<file path="src/rtl/imem_pkg.sv">
// Shared types and constants for the instruction-memory port controller.
package imem_pkg;

  typedef enum logic [1:0] {
    StIdle,
    StReq,
    StWait,
    StResp
  } state_e;

  localparam logic [1:0] FAULT_NONE     = 2'b00;
  localparam logic [1:0] FAULT_MISALIGN = 2'b01;
  localparam logic [1:0] FAULT_RANGE    = 2'b10;
  localparam logic [1:0] FAULT_TIMEOUT  = 2'b11;

  // Late responses still owed by the bus for requests that already timed out.
  localparam int unsigned     ORPHAN_W   = 2;
  localparam logic [ORPHAN_W-1:0] ORPHAN_MAX = '1;

endpackage

</file>
<file path="src/rtl/imem_word_buf.sv">
// One-entry instruction word buffer: remembers the last word fetched from the bus so an
// immediate re-fetch of the same index can be answered without a bus transaction.
module imem_word_buf #(
  parameter int unsigned IdxW = 12
) (
  input  logic            clk_i,
  input  logic            rst_i,
  input  logic            inv_i,
  input  logic            wr_en_i,
  input  logic [IdxW-1:0] wr_idx_i,
  input  logic [31:0]     wr_data_i,
  input  logic [IdxW-1:0] rd_idx_i,
  output logic            hit_o,
  output logic [31:0]     hit_data_o
);

  logic            valid_q, valid_d;
  logic [IdxW-1:0] idx_q, idx_d;
  logic [31:0]     data_q, data_d;

  // Invalidation wins over a same-cycle fill.
  always_comb begin
    valid_d = valid_q;
    idx_d   = idx_q;
    data_d  = data_q;
    if (inv_i) begin
      valid_d = 1'b0;
    end else if (wr_en_i) begin
      valid_d = 1'b1;
      idx_d   = wr_idx_i;
      data_d  = wr_data_i;
    end
  end

  // Entry storage.
  always_ff @(posedge clk_i or posedge rst_i) begin
    if (rst_i) begin
      valid_q <= 1'b0;
      idx_q   <= '0;
      data_q  <= '0;
    end else begin
      valid_q <= valid_d;
      idx_q   <= idx_d;
      data_q  <= data_d;
    end
  end

  assign hit_o      = valid_q && (idx_q == rd_idx_i);
  assign hit_data_o = data_q;

endmodule

</file>
<file path="src/rtl/imem_port.sv">
// Instruction-memory port controller: turns a level-held fetch request into one bus
// transaction and a single-cycle response, reporting misaligned, out-of-range and
// timed-out accesses. Build option IMEM_WORD_BUF_EN adds a one-entry word buffer that
// answers a repeated fetch of the same word without touching the bus; fence_i clears it.
module imem_port
  import imem_pkg::*;
#(
  parameter logic [31:0] MEM_BASE  = 32'h0000_0000,
  parameter int unsigned MEM_WORDS = 4096,
  parameter int unsigned TIMEOUT   = 255,
  localparam int unsigned AW = (MEM_WORDS > 1) ? $clog2(MEM_WORDS) : 1,
  localparam int unsigned CW = $clog2(TIMEOUT + 1)
) (
  input  logic          clk,
  input  logic          rst,
  input  logic          instr_read_req_valid,
  input  logic [31:0]   instr_read_req_addr,
  output logic          instr_read_res_valid,
  output logic [31:0]   instr_read_res_data,
  output logic          instr_read_res_fault,
  output logic [1:0]    instr_fault_cause,
  input  logic          fence_i,
  output logic          mem_req_valid,
  input  logic          mem_req_ready,
  output logic [AW-1:0] mem_req_addr,
  input  logic          mem_res_valid,
  input  logic [31:0]   mem_res_data
);

  state_e              state_q, state_d;
  logic [AW-1:0]       idx_q, idx_d;
  logic [31:0]         data_q, data_d;
  logic [1:0]          cause_q, cause_d;
  logic [CW-1:0]       cnt_q, cnt_d;
  logic [ORPHAN_W-1:0] orphan_q, orphan_d;

  logic                orphan_inc, orphan_dec;
  logic                buf_wr, fault_evt;
  logic                buf_hit;
  logic [31:0]         buf_data;

  // Address decode on the live request; MEM_BASE is assumed word aligned.
  logic [29:0]   word_off;
  logic          aligned, in_range;
  logic [AW-1:0] req_idx;

  assign word_off = instr_read_req_addr[31:2] - MEM_BASE[31:2];
  assign aligned  = (instr_read_req_addr[1:0] == 2'b00);
  assign in_range = (instr_read_req_addr[31:2] >= MEM_BASE[31:2]) &&
                    ({2'b00, word_off} < 32'(MEM_WORDS));
  assign req_idx  = word_off[AW-1:0];

`ifdef IMEM_WORD_BUF_EN
  imem_word_buf #(
    .IdxW (AW)
  ) u_word_buf (
    .clk_i      (clk),
    .rst_i      (rst),
    .inv_i      (fence_i | fault_evt),
    .wr_en_i    (buf_wr),
    .wr_idx_i   (idx_q),
    .wr_data_i  (mem_res_data),
    .rd_idx_i   (req_idx),
    .hit_o      (buf_hit),
    .hit_data_o (buf_data)
  );
`else
  assign buf_hit  = 1'b0;
  assign buf_data = '0;
  logic unused_buf;
  assign unused_buf = buf_wr ^ fault_evt;
`endif

  // Next-state and datapath for the fetch FSM plus the orphan-response tracker.
  always_comb begin
    state_d    = state_q;
    idx_d      = idx_q;
    data_d     = data_q;
    cause_d    = cause_q;
    cnt_d      = cnt_q;
    orphan_d   = orphan_q;
    orphan_inc = 1'b0;
    buf_wr     = 1'b0;
    fault_evt  = 1'b0;

    unique case (state_q)
      StIdle: begin
        if (instr_read_req_valid) begin
          if (!aligned) begin
            cause_d   = FAULT_MISALIGN;
            data_d    = '0;
            fault_evt = 1'b1;
            state_d   = StResp;
          end else if (!in_range) begin
            cause_d   = FAULT_RANGE;
            data_d    = '0;
            fault_evt = 1'b1;
            state_d   = StResp;
          end else if (buf_hit && !fence_i) begin
            // A same-cycle fence must not be answered from the stale entry.
            idx_d   = req_idx;
            cause_d = FAULT_NONE;
            data_d  = buf_data;
            state_d = StResp;
          end else begin
            idx_d   = req_idx;
            state_d = StReq;
          end
        end
      end
      StReq: begin
        if (mem_req_ready) begin
          cnt_d   = '0;
          state_d = StWait;
        end
      end
      StWait: begin
        cnt_d = cnt_q + CW'(1);
        if (mem_res_valid && (orphan_q == '0)) begin
          cause_d = FAULT_NONE;
          data_d  = mem_res_data;
          buf_wr  = 1'b1;
          state_d = StResp;
        end else if (cnt_q == CW'(TIMEOUT - 1)) begin
          // TIMEOUT wait cycles have elapsed with no usable response.
          cause_d    = FAULT_TIMEOUT;
          data_d     = '0;
          fault_evt  = 1'b1;
          orphan_inc = 1'b1;
          state_d    = StResp;
        end
      end
      StResp: begin
        state_d = StIdle;
      end
      default: begin
        state_d = StIdle;
      end
    endcase

    // Any bus response while orphans are owed belongs to an abandoned request.
    orphan_dec = mem_res_valid && (orphan_q != '0);
    if (orphan_inc && !orphan_dec) begin
      orphan_d = (orphan_q == ORPHAN_MAX) ? orphan_q : orphan_q + ORPHAN_W'(1);
    end else if (orphan_dec && !orphan_inc) begin
      orphan_d = orphan_q - ORPHAN_W'(1);
    end
  end

  // State registers; reset abandons any transaction in flight.
  always_ff @(posedge clk or posedge rst) begin
    if (rst) begin
      state_q  <= StIdle;
      idx_q    <= '0;
      data_q   <= '0;
      cause_q  <= FAULT_NONE;
      cnt_q    <= '0;
      orphan_q <= '0;
    end else begin
      state_q  <= state_d;
      idx_q    <= idx_d;
      data_q   <= data_d;
      cause_q  <= cause_d;
      cnt_q    <= cnt_d;
      orphan_q <= orphan_d;
    end
  end

  assign instr_read_res_valid = (state_q == StResp);
  assign instr_read_res_data  = instr_read_res_valid ? data_q : '0;
  assign instr_read_res_fault = instr_read_res_valid && (cause_q != FAULT_NONE);
  assign instr_fault_cause    = instr_read_res_valid ? cause_q : FAULT_NONE;
  assign mem_req_valid        = (state_q == StReq);
  assign mem_req_addr         = idx_q;

endmodule

</file>
<file path="config.mk">
export PLATFORM = sky130hd
export DESIGN_NAME = imem_port
export DESIGN_NICKNAME = d
export VERILOG_FILES = /design/src/rtl/imem_pkg.sv /design/src/rtl/imem_word_buf.sv /design/src/rtl/imem_port.sv
export SDC_FILE = /design/constraint.sdc
export NUM_CORES = 1
export LEC_CHECK = 0
export ABC_AREA = 1
export BUFFER_PORTS_ARGS = -buffer_cell sky130_fd_sc_hd__buf_4
export CELL_PAD_IN_SITES_DETAIL_PLACEMENT = 1
export CELL_PAD_IN_SITES_GLOBAL_PLACEMENT = 2
export CORE_ASPECT_RATIO = 1.4
export CORE_UTILIZATION = 28
export CTS_CLUSTER_DIAMETER = 40
export DETAILED_ROUTE_END_ITERATION = 12
export HOLD_SLACK_MARGIN = 0.12
export PLACE_DENSITY = 0.82
export SLEW_MARGIN = 0
export SYNTH_ARGS = -nofsm -noshare
export SYNTH_HDL_FRONTEND = slang
export SYNTH_SLANG_ARGS = --single-unit
</file>
<file path="constraint.sdc">
create_clock -name clk -period 3.9 [get_ports clk]
set_clock_uncertainty 0.15 [all_clocks]
set_input_delay 0.78 -clock clk [delete_from_list [all_inputs] [get_ports clk]]
set_output_delay 0.78 -clock clk [all_outputs]
set_load 0.01 [all_outputs]
</file>
==> impl_metrics.prom, run 1 <==
# TYPE chip_impl_metric gauge
chip_impl_metric{name="totalNegativeSetupSlack",unit="ns"} 0
chip_impl_metric{name="power_per_cell_area",unit="nW/um^2"} 589
chip_impl_metric{name="diodes",unit=""} 0
chip_impl_metric{name="rr_worst_depth",unit=""} 6
chip_impl_metric{name="finalSetupViolCount",unit=""} 0
chip_impl_metric{name="drcViolationCount",unit=""} 0
chip_impl_metric{name="multiInputGateArea",unit="sq um"} 1380
chip_impl_metric{name="drt_wl_total",unit="mm"} 9.77
chip_impl_metric{name="dp_worst_setup_slack",unit="ns"} 0.959
chip_impl_info{name="critical_path.endpoint_type",value="primary output"} 1
chip_impl_metric{name="comb_power_share",unit=""} 0.384
chip_impl_metric{name="track_usage",unit=""} 0.169
chip_impl_metric{name="max-cap-violations",unit=""} 0
chip_impl_metric{name="area_growth",unit="%"} 38.6
chip_impl_metric{name="dr.first_iter.drc_count",unit=""} 125
chip_impl_metric{name="synth.net_count",unit=""} 546
chip_impl_metric{name="swShare",unit=""} 0.398
chip_impl_metric{name="timing.fmax",unit="GHz"} 0.343
chip_impl_metric{name="final_ant_viol_nets",unit=""} 0
chip_impl_metric{name="hold_violations",unit=""} 0
chip_impl_metric{name="postcts_resize_cnt",unit=""} 0
chip_impl_metric{name="final.period_utilization",unit=""} 0.748
chip_impl_metric{name="hold_ws",unit="ns"} 0.318
chip_impl_metric{name="power.clock.fraction",unit=""} 0.281
chip_impl_info{name="rr_endpoint",value="data_q[26]"} 1
chip_impl_metric{name="synth_seq_cells",unit=""} 58
chip_impl_metric{name="floorplan.die.width",unit="um"} 93.3
chip_impl_metric{name="clock_latency",unit="ns"} 0.33
chip_impl_info{name="worstHoldPathType",value="reg -> reg"} 1
chip_impl_metric{name="fin_crit",unit="ns"} 2.92
chip_impl_metric{name="timing.critical_path.arrival",unit="ns"} 1.99
chip_impl_metric{name="layout.area.seq",unit="sq um"} 1450
chip_impl_metric{name="cts-root-to-sink-buffers",unit=""} 2
chip_impl_metric{name="syn_area",unit="sq um"} 3270
chip_impl_metric{name="hold_buffers",unit=""} 0
chip_impl_metric{name="global_route_wire_length_before_repair",unit="mm"} 16.0
chip_impl_metric{name="syn-mean-instance-area",unit="sq um"} 6.97
chip_impl_metric{name="filler_cell_count",unit=""} 1437
chip_impl_info{name="worst-setup-path-type",value="reg -> out"} 1
chip_impl_metric{name="floorplan.die_area",unit="sq um"} 12100
chip_impl_metric{name="post-dp-hpwl",unit="mm"} 7.01
chip_impl_metric{name="worst-endpoint-required",unit="ns"} 2.97
chip_impl_info{name="rsz_0062_raised_after_global_routing",value="no"} 1
chip_impl_metric{name="detailed_place.area",unit="sq um"} 4240
chip_impl_metric{name="io_buffer_count",unit=""} 117
chip_impl_metric{name="post-route-cell-area",unit="sq um"} 4530
chip_impl_metric{name="p_leak",unit="nW"} 2.83
chip_impl_metric{name="grt_pass1_vias",unit=""} 3335
chip_impl_metric{name="globalplace.congestion",unit=""} 0.760
chip_impl_metric{name="core-area",unit="sq um"} 11300
chip_impl_metric{name="num-nets-final",unit=""} 657
chip_impl_metric{name="io-pin-count",unit=""} 119
chip_impl_metric{name="floorplan.initialDensity",unit=""} 0.288
chip_impl_metric{name="die-height",unit="um"} 130
chip_impl_metric{name="timing.slew.headroom",unit=""} 0.399
chip_impl_metric{name="netlist_instances",unit=""} 469
chip_impl_metric{name="path_clk_slew",unit="ns"} 0.05
chip_impl_metric{name="layout-drive-gt1-share",unit=""} 0.250
chip_impl_metric{name="power_frac_seq",unit=""} 0.335
chip_impl_metric{name="peakVddDrop",unit="mV"} 0.250
chip_impl_metric{name="net-switching-power",unit="mW"} 1.06
chip_impl_info{name="setup.worst_path.start",value="state_q[1]"} 1
chip_impl_metric{name="timing_worst_slew_pin_value",unit="ns"} 0.900
chip_impl_metric{name="cts_buffers",unit=""} 9
chip_impl_metric{name="placementRows",unit=""} 46
chip_impl_metric{name="detailedRoute.firstPassIterationCount",unit=""} 4
chip_impl_metric{name="post-route-worst-setup-slack",unit="ns"} 0.982
chip_impl_info{name="startpoint_type",value="flop"} 1
chip_impl_info{name="rr_startpoint",value="state_q[1]"} 1
chip_impl_metric{name="power_report.internal_total",unit="mW"} 1.61
chip_impl_metric{name="ys_types",unit=""} 24
chip_impl_metric{name="totalPowerFinal",unit="mW"} 2.67
chip_impl_metric{name="rrSetupSlack",unit="ns"} 1.22
chip_impl_metric{name="wl_per_cell",unit="um"} 13.4
chip_impl_info{name="cts_tree",value="done"} 1
chip_impl_info{name="critical_path.endpoint",value="instr_read_res_data[31]"} 1
chip_impl_metric{name="largest_driver_fanout_on_the_critical_path",unit=""} 20
chip_impl_metric{name="grt_antenna_before_repair",unit=""} 0
chip_impl_metric{name="gr-total-overflow",unit=""} 0
chip_impl_metric{name="tritoncts_num_sinks",unit=""} 58
chip_impl_metric{name="slew_violations",unit=""} 0
chip_impl_metric{name="post_drt_via_cell_ratio",unit=""} 4.50
chip_impl_metric{name="post_cts.repair.setup_buffers",unit=""} 0
chip_impl_info{name="run_status",value="complete, no violations"} 1
chip_impl_metric{name="ys_warn_count",unit=""} 0
chip_impl_metric{name="grt_start_max_net_pins",unit=""} 40
chip_impl_info{name="clock-root-buffer",value="clkbuf_16"} 1
chip_impl_metric{name="synth.yosys.seq_area_share",unit=""} 0.444
chip_impl_metric{name="htree_num_levels",unit=""} 3
chip_impl_metric{name="via_count",unit=""} 3282
-- worst min path at each step --
| stage | from | endpoint | slack, ns | cells after the start |
|---|---|---|---|---|
| 2_1_floorplan | cause_q[0] | cause_q[0] | 0.29 | 2 |
| 3_3_place_gp | data_q[11] | data_q[11] | 0.30 | 2 |
| 3_5_place_dp | data_q[3] | data_q[3] | 0.31 | 2 |
| 4_1_cts | data_q[3] | data_q[3] | 0.32 | 2 |
| 5_1_grt | data_q[3] | data_q[3] | 0.33 | 2 |
| 6_report | mem_req_addr[9] | mem_req_addr[9] | 0.32 | 2 |
-- synth_stat cells --
library cell  number  area (sq um)
buf_4              3          22.5
buf_6              3          33.8
inv_1             84           315
nor2_2             1          6.26
nand2_4            1          11.3
nand4_2            1          12.5
o21ai_0           12          60.1
nor2_1            54           203
a31oi_1            1          6.26
nand2_1          157           589
or2_2              1          6.26
ha_1               7          87.6
nor2_4             1          11.3
nor3_1             1          5.00
buf_2              3          15.0
xor2_1             1          8.76
and2_1             1          6.26
clkbuf_1          13          48.8
nand4_1           15          93.8
a21oi_1            5          25.0
nand3_1           42           210
nand2_2            3          18.8
nor2_8             1          20.0
dfrtp_1           58          1450
-- worst max-delay path: stages, from the launching register on --
cell,delay (ns)
dfrtp_1,0.40
ha_1,0.71
buf_4,0.29
nand2_1,0.06
inv_1,0.07
buf_4,0.12
-- cells in the final DEF, fill, tap and decap left out --
cell type and count:
nor2_1 54, nand2_1 157, dfrtp_1 58, xor2_1 1, nand3_1 42, clkbuf_16 9, o21ai_0 12, clkbuf_1 2
nand2_4 1, nor2_8 1, inv_1 83, clkbuf_8 3, nand2_2 3, nand4_1 15, and2_1 1, or2_2 1
a31oi_1 1, a21oi_1 5, inv_2 1, nand4_2 1, buf_4 122, clkinv_2 2, nor2_2 1, nor2_4 1
ha_1 7, nor3_1 1
-- area by class of cell --
type,instances,share of cell area
clock inverter,2,0.00221
clock buffer,14,0.0605
tap,144,0.0398
timing repair buffer,122,0.202
inverter,84,0.0696
sequential,58,0.321
multi-input combinational,305,0.305
-- flip-flops by register name, summed over array words and instances, names as in the netlist --
signal        count
data_q           32
cnt_q             8
state_q           2
orphan_q          2
cause_q           2
mem_req_addr     12
-- kinds of logic after synthesis --
family | count (synthesis) | synth area share
and+or+nand+nor | 279 | 0.365
buffers and inverters | 106 | 0.133
DFF | 58 | 0.444
AOI/OAI and AO/OA | 18 | 0.0279
adders and majority gates | 7 | 0.0268
xor gates and xnor gates | 1 | 0.00268
-- power by group through the flow --
stage / clock network [mW] / registers, mW / logic (mW)
finish: 0.749 / 0.893 / 1.02
global route: 0.785 / 0.919 / 1.17
CTS: 0.767 / 0.894 / 1.06
detailed placement: 0 / 0.899 / 1.05
global placement: 0 / 0.890 / 1.02
floorplan: 0 / 0.870 / 0.760
-- per-layer routing --
layer	global-route usage	vias to the layer above	wire length, um
li1	-	1630	-
met1	0.196	1578	4010
met2	0.312	64	5280
met3	0.0286	10	353
met4	0.0606	0	131
met5	0	-	0
-- per-stage QoR --
| step | std cells | utilization |
|---|---|---|
| final | 729 | 0.399 |
| after detailed placement | 713 | 0.374 |
| after floorplan | 469 | - |
| after global placement | 713 | 0.374 |
| after global routing | 729 | 0.399 |
| after CTS | 729 | 0.399 |
Power figures use the tool's default switching activity.
==> inputs of run 2 (changes only) <==
Settings changed: CORE_UTILIZATION 28 to 26, PLACE_DENSITY 0.82 to 0.77.
Clock period 3.9 ns to 3.05 ns, I/O delays scaled along.
==> impl_metrics.prom, run 2 (synthesis gave the netlist of run 1 again) <==
# TYPE chip_impl_metric gauge
chip_impl_info{name="run_status",value="complete, no violations"} 1
chip_impl_metric{name="globalplace.congestion",unit=""} 0.717
chip_impl_metric{name="max-cap-violations",unit=""} 0
chip_impl_metric{name="filler_cell_count",unit=""} 1559
chip_impl_metric{name="drt_wl_total",unit="mm"} 9.54
chip_impl_metric{name="final_ant_viol_nets",unit=""} 0
chip_impl_info{name="worst-setup-path-type",value="reg -> reg"} 1
chip_impl_info{name="critPathSlowestCell",value="nor2_8"} 1
chip_impl_metric{name="timing.slew.headroom",unit=""} 0.628
chip_impl_metric{name="io_buffer_count",unit=""} 117
chip_impl_metric{name="utilization",unit=""} 0.370
chip_impl_info{name="top_reg_by_flops",value="data_q"} 1
chip_impl_metric{name="peakVddDrop",unit="mV"} 0.289
chip_impl_metric{name="tritoncts_num_sinks",unit=""} 58
chip_impl_metric{name="detail_route.wirelength.met1",unit="mm"} 3.95
chip_impl_metric{name="post-route-cell-area",unit="sq um"} 4550
chip_impl_metric{name="drcViolationCount",unit=""} 0
chip_impl_metric{name="via_count",unit=""} 3274
chip_impl_info{name="critical_path.endpoint_type",value="flop"} 1
chip_impl_metric{name="htree_num_levels",unit=""} 3
chip_impl_metric{name="gr-total-overflow",unit=""} 0
chip_impl_metric{name="diodes",unit=""} 0
chip_impl_info{name="most_frequent_cells_in_the_layout",value="nand2_1, buf_4, inv_1, dfrtp_1, nor2_1"} 1
chip_impl_metric{name="clock_latency",unit="ns"} 0.32
chip_impl_metric{name="area_growth",unit="%"} 39.2
chip_impl_metric{name="timing.critical_path.arrival",unit="ns"} 2.59
chip_impl_metric{name="grt_start_max_net_pins",unit=""} 36
chip_impl_info{name="rsz_0062_raised_after_global_routing",value="no"} 1
chip_impl_metric{name="layout-drive-gt1-share",unit=""} 0.252
chip_impl_info{name="crit_family",value="simple AND/OR/NAND/NOR gates"} 1
chip_impl_metric{name="met3WireLength",unit="um"} 310
chip_impl_metric{name="hold_buffers",unit=""} 0
chip_impl_info{name="cts_tree",value="done"} 1
chip_impl_metric{name="post_cts.repair.setup_buffers",unit=""} 0
chip_impl_metric{name="placementRows",unit=""} 48
chip_impl_metric{name="io-pin-count",unit=""} 119
chip_impl_metric{name="core-area",unit="sq um"} 12300
chip_impl_metric{name="timing.critical_path.buf_inv",unit=""} 2
chip_impl_metric{name="detailed_place.area",unit="sq um"} 4270
chip_impl_metric{name="cts_buffers",unit=""} 9
chip_impl_metric{name="postcts_resize_cnt",unit=""} 0
chip_impl_metric{name="path_clk_slew",unit="ns"} 0.05
chip_impl_info{name="crit_path_cell_trace",value="inv_1 -> ha_1 -> inv_1 -> a21oi_1 -> nand2_2 -> nand2_2 -> nor2_8 -> nand2_4 -> nand2_1 -> nand2_1"} 1
chip_impl_info{name="maxUsedRoutingLayer",value="met4"} 1
chip_impl_info{name="startpoint_type",value="flop"} 1
chip_impl_metric{name="track_usage",unit=""} 0.153
chip_impl_metric{name="dp_worst_setup_slack",unit="ns"} 0.485
chip_impl_metric{name="totalPowerFinal",unit="mW"} 3.39
chip_impl_metric{name="cp_slowest_stage_delay",unit="ns"} 0.44
chip_impl_metric{name="slew_violations",unit=""} 0
chip_impl_metric{name="final_cell_count_no_fill",unit=""} 737
chip_impl_metric{name="totalNegativeSetupSlack",unit="ns"} 0
chip_impl_metric{name="final.period_utilization",unit=""} 0.828
chip_impl_metric{name="floorplan.die_area",unit="sq um"} 13000
chip_impl_info{name="clock-root-buffer",value="clkbuf_16"} 1
chip_impl_metric{name="post-route-worst-setup-slack",unit="ns"} 0.524
chip_impl_metric{name="floorplan.initialDensity",unit=""} 0.265
chip_impl_metric{name="grt_antenna_before_repair",unit=""} 0
chip_impl_info{name="worstHoldPathType",value="in -> async"} 1
chip_impl_info{name="layout.cells.most_common",value="nand2_1"} 1
chip_impl_metric{name="finalSetupViolCount",unit=""} 0
chip_impl_metric{name="fin_crit",unit="ns"} 2.53
chip_impl_metric{name="detailedRoute.firstPassIterationCount",unit=""} 4
chip_impl_metric{name="timing.fmax",unit="GHz"} 0.396
chip_impl_metric{name="post-dp-hpwl",unit="mm"} 6.91
chip_impl_metric{name="largest_driver_fanout_on_the_critical_path",unit=""} 35
chip_impl_metric{name="largest_register_ffs",unit=""} 32
chip_impl_metric{name="wl_per_cell",unit="um"} 12.9
chip_impl_metric{name="floorplan.die.width",unit="um"} 96.8
chip_impl_metric{name="global_route_wire_length_before_repair",unit="mm"} 16.1
chip_impl_metric{name="num-nets-final",unit=""} 659
chip_impl_metric{name="grt_pass1_vias",unit=""} 3385
chip_impl_metric{name="p_leak",unit="nW"} 2.84
chip_impl_metric{name="met2WireLength",unit="mm"} 5.15
chip_impl_metric{name="power_per_cell_area",unit="nW/um^2"} 746
chip_impl_metric{name="die-height",unit="um"} 135
chip_impl_metric{name="cts-root-to-sink-buffers",unit=""} 2
chip_impl_metric{name="timing_worst_slew_pin_value",unit="ns"} 0.557
chip_impl_metric{name="hold_violations",unit=""} 0
chip_impl_metric{name="placed_cells_incl_taps",unit=""} 721
chip_impl_metric{name="hold_ws",unit="ns"} 0.194
chip_impl_metric{name="worst-endpoint-required",unit="ns"} 3.11
chip_impl_metric{name="dr.first_iter.drc_count",unit=""} 111
chip_impl_metric{name="post_drt_via_cell_ratio",unit=""} 4.44
## run 2: final cells by class
class	instances	area [sq um]	area share
clock inverter	2	10.0	0.00220
tap	150	188	0.0412
multi-input combinational	305	1380	0.304
clock buffer	14	274	0.0602
sequential	58	1450	0.319
inverter	84	315	0.0693
timing repair buffer	124	931	0.205
## run 2: where the power goes
part	switching, mW	internal, mW	total, mW
Sequential	0.135	1.00	1.14
Clock	0.332	0.613	0.944
Combinational	0.878	0.435	1.31
## run 2: worst paths after layout
check / from / to / slack [ns] / cells past startpoint
min: rst / data_q[27] / 0.19 / 2
max reg2reg: state_q[0] / cause_q[1] / 0.52 / 10
min in group clk: mem_req_addr[1] / mem_req_addr[1] / 0.32 / 2
max: state_q[0] / cause_q[1] / 0.52 / 10
max in group asynchronous: rst / cnt_q[1] / 1.87 / 3
min reg2reg: mem_req_addr[1] / mem_req_addr[1] / 0.32 / 2
## run 2: layer usage
layer	vias to the layer above	GRT usage
li1	1634	-
met1	1560	0.176
met2	69	0.285
met3	11	0.0243
met4	0	0.0556
met5	-	0
==> inputs of run 3 (changes only) <==
Clock period 3.05 ns to 2.4 ns, I/O delays scaled along.
==> impl_metrics.prom, run 3 (synthesis gave the netlist of run 1 again) <==
# TYPE chip_impl_metric gauge
chip_impl_info{name="run_status",value="complete, no violations"} 1
chip_impl_metric{name="grt_start_max_net_pins",unit=""} 43
chip_impl_metric{name="grt_pass1_vias",unit=""} 3387
chip_impl_metric{name="power_report.internal_total",unit="mW"} 2.91
chip_impl_metric{name="grt_antenna_before_repair",unit=""} 0
chip_impl_metric{name="path_clk_slew",unit="ns"} 0.06
chip_impl_metric{name="worst-endpoint-required",unit="ns"} 1.77
chip_impl_metric{name="p_leak",unit="nW"} 2.89
chip_impl_metric{name="global_route_wire_length_before_repair",unit="mm"} 16.6
chip_impl_metric{name="track_usage",unit=""} 0.160
chip_impl_metric{name="post-dp-hpwl",unit="mm"} 7.05
chip_impl_info{name="worstHoldPathType",value="in -> reg"} 1
chip_impl_metric{name="drcViolationCount",unit=""} 0
chip_impl_metric{name="dp_worst_setup_slack",unit="ns"} -0.123
chip_impl_metric{name="drt_wl_total",unit="mm"} 10.1
chip_impl_info{name="cts_tree",value="done"} 1
chip_impl_metric{name="power_per_cell_area",unit="nW/um^2"} 1010
chip_impl_info{name="worst_hold_startpoint",value="instr_read_req_addr[8]"} 1
chip_impl_metric{name="power.clock.fraction",unit=""} 0.308
chip_impl_metric{name="filler_cell_count",unit=""} 1565
chip_impl_info{name="layout.cells.most_common",value="nand2_1"} 1
chip_impl_metric{name="wl_per_cell",unit="um"} 13.7
chip_impl_metric{name="post_drt_via_cell_ratio",unit=""} 4.47
chip_impl_metric{name="dr.first_iter.drc_count",unit=""} 151
chip_impl_metric{name="largest_register_ffs",unit=""} 32
chip_impl_info{name="critical_path.endpoint_type",value="primary output"} 1
chip_impl_metric{name="via_count",unit=""} 3318
chip_impl_metric{name="post-route-cell-area",unit="sq um"} 4670
chip_impl_metric{name="power_frac_seq",unit=""} 0.306
chip_impl_metric{name="layout-drive-gt1-share",unit=""} 0.258
chip_impl_info{name="rsz_0062_raised_after_global_routing",value="no"} 1
chip_impl_metric{name="swShare",unit=""} 0.385
chip_impl_info{name="clock-root-buffer",value="clkbuf_16"} 1
chip_impl_metric{name="die-height",unit="um"} 135
chip_impl_metric{name="timing.slew.headroom",unit=""} 0.588
chip_impl_metric{name="comb_power_share",unit=""} 0.386
chip_impl_metric{name="utilization",unit=""} 0.379
chip_impl_metric{name="final_cell_count_no_fill",unit=""} 742
chip_impl_metric{name="final_ant_viol_nets",unit=""} 0
chip_impl_metric{name="core-area",unit="sq um"} 12300
chip_impl_metric{name="placementRows",unit=""} 48
chip_impl_metric{name="io_buffer_count",unit=""} 117
chip_impl_metric{name="hold_ws",unit="ns"} 0.253
chip_impl_info{name="most_frequent_cells_in_the_layout",value="nand2_1, buf_4, inv_1, dfrtp_1, nor2_1"} 1
chip_impl_metric{name="floorplan.die.width",unit="um"} 96.8
chip_impl_metric{name="floorplan.initialDensity",unit=""} 0.265
chip_impl_metric{name="area_growth",unit="%"} 42.8
chip_impl_metric{name="net-switching-power",unit="mW"} 1.82
chip_impl_info{name="startpoint_type",value="flop"} 1
chip_impl_metric{name="timing.fmax",unit="GHz"} 0.454
chip_impl_metric{name="max-cap-violations",unit=""} 0
chip_impl_metric{name="cts_buffers",unit=""} 9
chip_impl_metric{name="globalplace.congestion",unit=""} 0.729
chip_impl_metric{name="placed_cells_incl_taps",unit=""} 722
chip_impl_metric{name="post-route-worst-setup-slack",unit="ns"} 0.197
chip_impl_metric{name="io-pin-count",unit=""} 119
chip_impl_metric{name="tritoncts_num_sinks",unit=""} 58
chip_impl_metric{name="detailedRoute.firstPassIterationCount",unit=""} 4
chip_impl_metric{name="fin_crit",unit="ns"} 2.20
chip_impl_metric{name="detailed_place.area",unit="sq um"} 4290
chip_impl_metric{name="diodes",unit=""} 0
chip_impl_metric{name="clock_latency",unit="ns"} 0.33
chip_impl_metric{name="finalSetupViolCount",unit=""} 0
chip_impl_metric{name="htree_num_levels",unit=""} 3
chip_impl_metric{name="gr-total-overflow",unit=""} 0
chip_impl_metric{name="slew_violations",unit=""} 0
chip_impl_info{name="setup.worst_path.start",value="state_q[0]"} 1
chip_impl_info{name="rr_startpoint",value="state_q[0]"} 1
chip_impl_metric{name="totalPowerFinal",unit="mW"} 4.73
chip_impl_metric{name="peakVddDrop",unit="mV"} 0.539
chip_impl_info{name="top_reg_by_flops",value="data_q"} 1
chip_impl_metric{name="timing_worst_slew_pin_value",unit="ns"} 0.615
chip_impl_metric{name="timing.critical_path.arrival",unit="ns"} 1.57
chip_impl_metric{name="hold_violations",unit=""} 0
chip_impl_metric{name="final.period_utilization",unit=""} 0.918
chip_impl_metric{name="floorplan.die_area",unit="sq um"} 13000
chip_impl_metric{name="largest_driver_fanout_on_the_critical_path",unit=""} 29
chip_impl_info{name="worst-setup-path-type",value="reg -> out"} 1
chip_impl_metric{name="cts-root-to-sink-buffers",unit=""} 2
chip_impl_metric{name="num-nets-final",unit=""} 664
chip_impl_metric{name="totalNegativeSetupSlack",unit="ns"} 0
-- run 3: cell count changes in the layout (fill, tap and decap cells not counted), sizes merged --
| cell | change |
|---|---|
| bufinv | +3 |
| dlygate4sd3 | +1 |
| clkinv | +1 |
| buf | +3 |
| clkbuf | -4 |
| nor2 | +1 |
-- run 3: path summary, 6_finish.rpt --
kind / endpoint / slack, ns / depth (start not counted)
setup reg to reg: data_q[4] / 0.27 / 10
max in group asynchronous: data_q[2] / 0.94 / 4
setup / recovery: instr_read_res_fault / 0.20 / 5
hold reg to reg: data_q[30] / 0.32 / 2
min in group asynchronous: orphan_q[1] / 0.58 / 3
hold / removal: mem_req_addr[6] / 0.25 / 3
-- run 3: per-layer routing --
| metal | wire [um] | GRT usage |
|---|---|---|
| met2 | 5330 | 0.286 |
| met4 | 201 | 0.0638 |
| met3 | 361 | 0.0264 |
| met5 | 0 | 0 |
| met1 | 4250 | 0.190 |
-- run 3: layout make-up --
cell class | instances | area (sq um) | area share
sequential | 58 | 1450 | 0.311
multi-input combinational | 306 | 1400 | 0.300
timing repair buffer | 128 | 976 | 0.209
inverter | 84 | 315 | 0.0676
clock buffer | 10 | 229 | 0.0491
tap | 150 | 188 | 0.0402
clock inverter | 6 | 105 | 0.0225
-- run 3: repair_timing --
item | 4_1_cts | 5_1_grt
gates cloned | 1 | 0
endpoints found under the hold margin | 16 | 0
setup endpoints to repair | 34 | 37
resized for setup | 1 | 1
hold buffers | 1 | 0
pin swaps | 1 | 1
setup buffers | 0 | 2
-- run 3: power groups by stage --
stage	logic, mW	clock network (mW)	registers, mW
final	1.83	1.46	1.45
after global routing	2.07	1.53	1.48
after CTS	1.82	1.49	1.45
after detailed placement	1.74	0	1.46
after global placement	1.69	0	1.44
after floorplan	1.24	0	1.41
-- run 3: worst max-delay path: stages, from the launching register on --
cell and delay [ns]:
dfrtp_1 0.40, ha_1 0.19, buf_4 0.31, nand2_1 0.13, nand2_1 0.08, buf_4 0.11
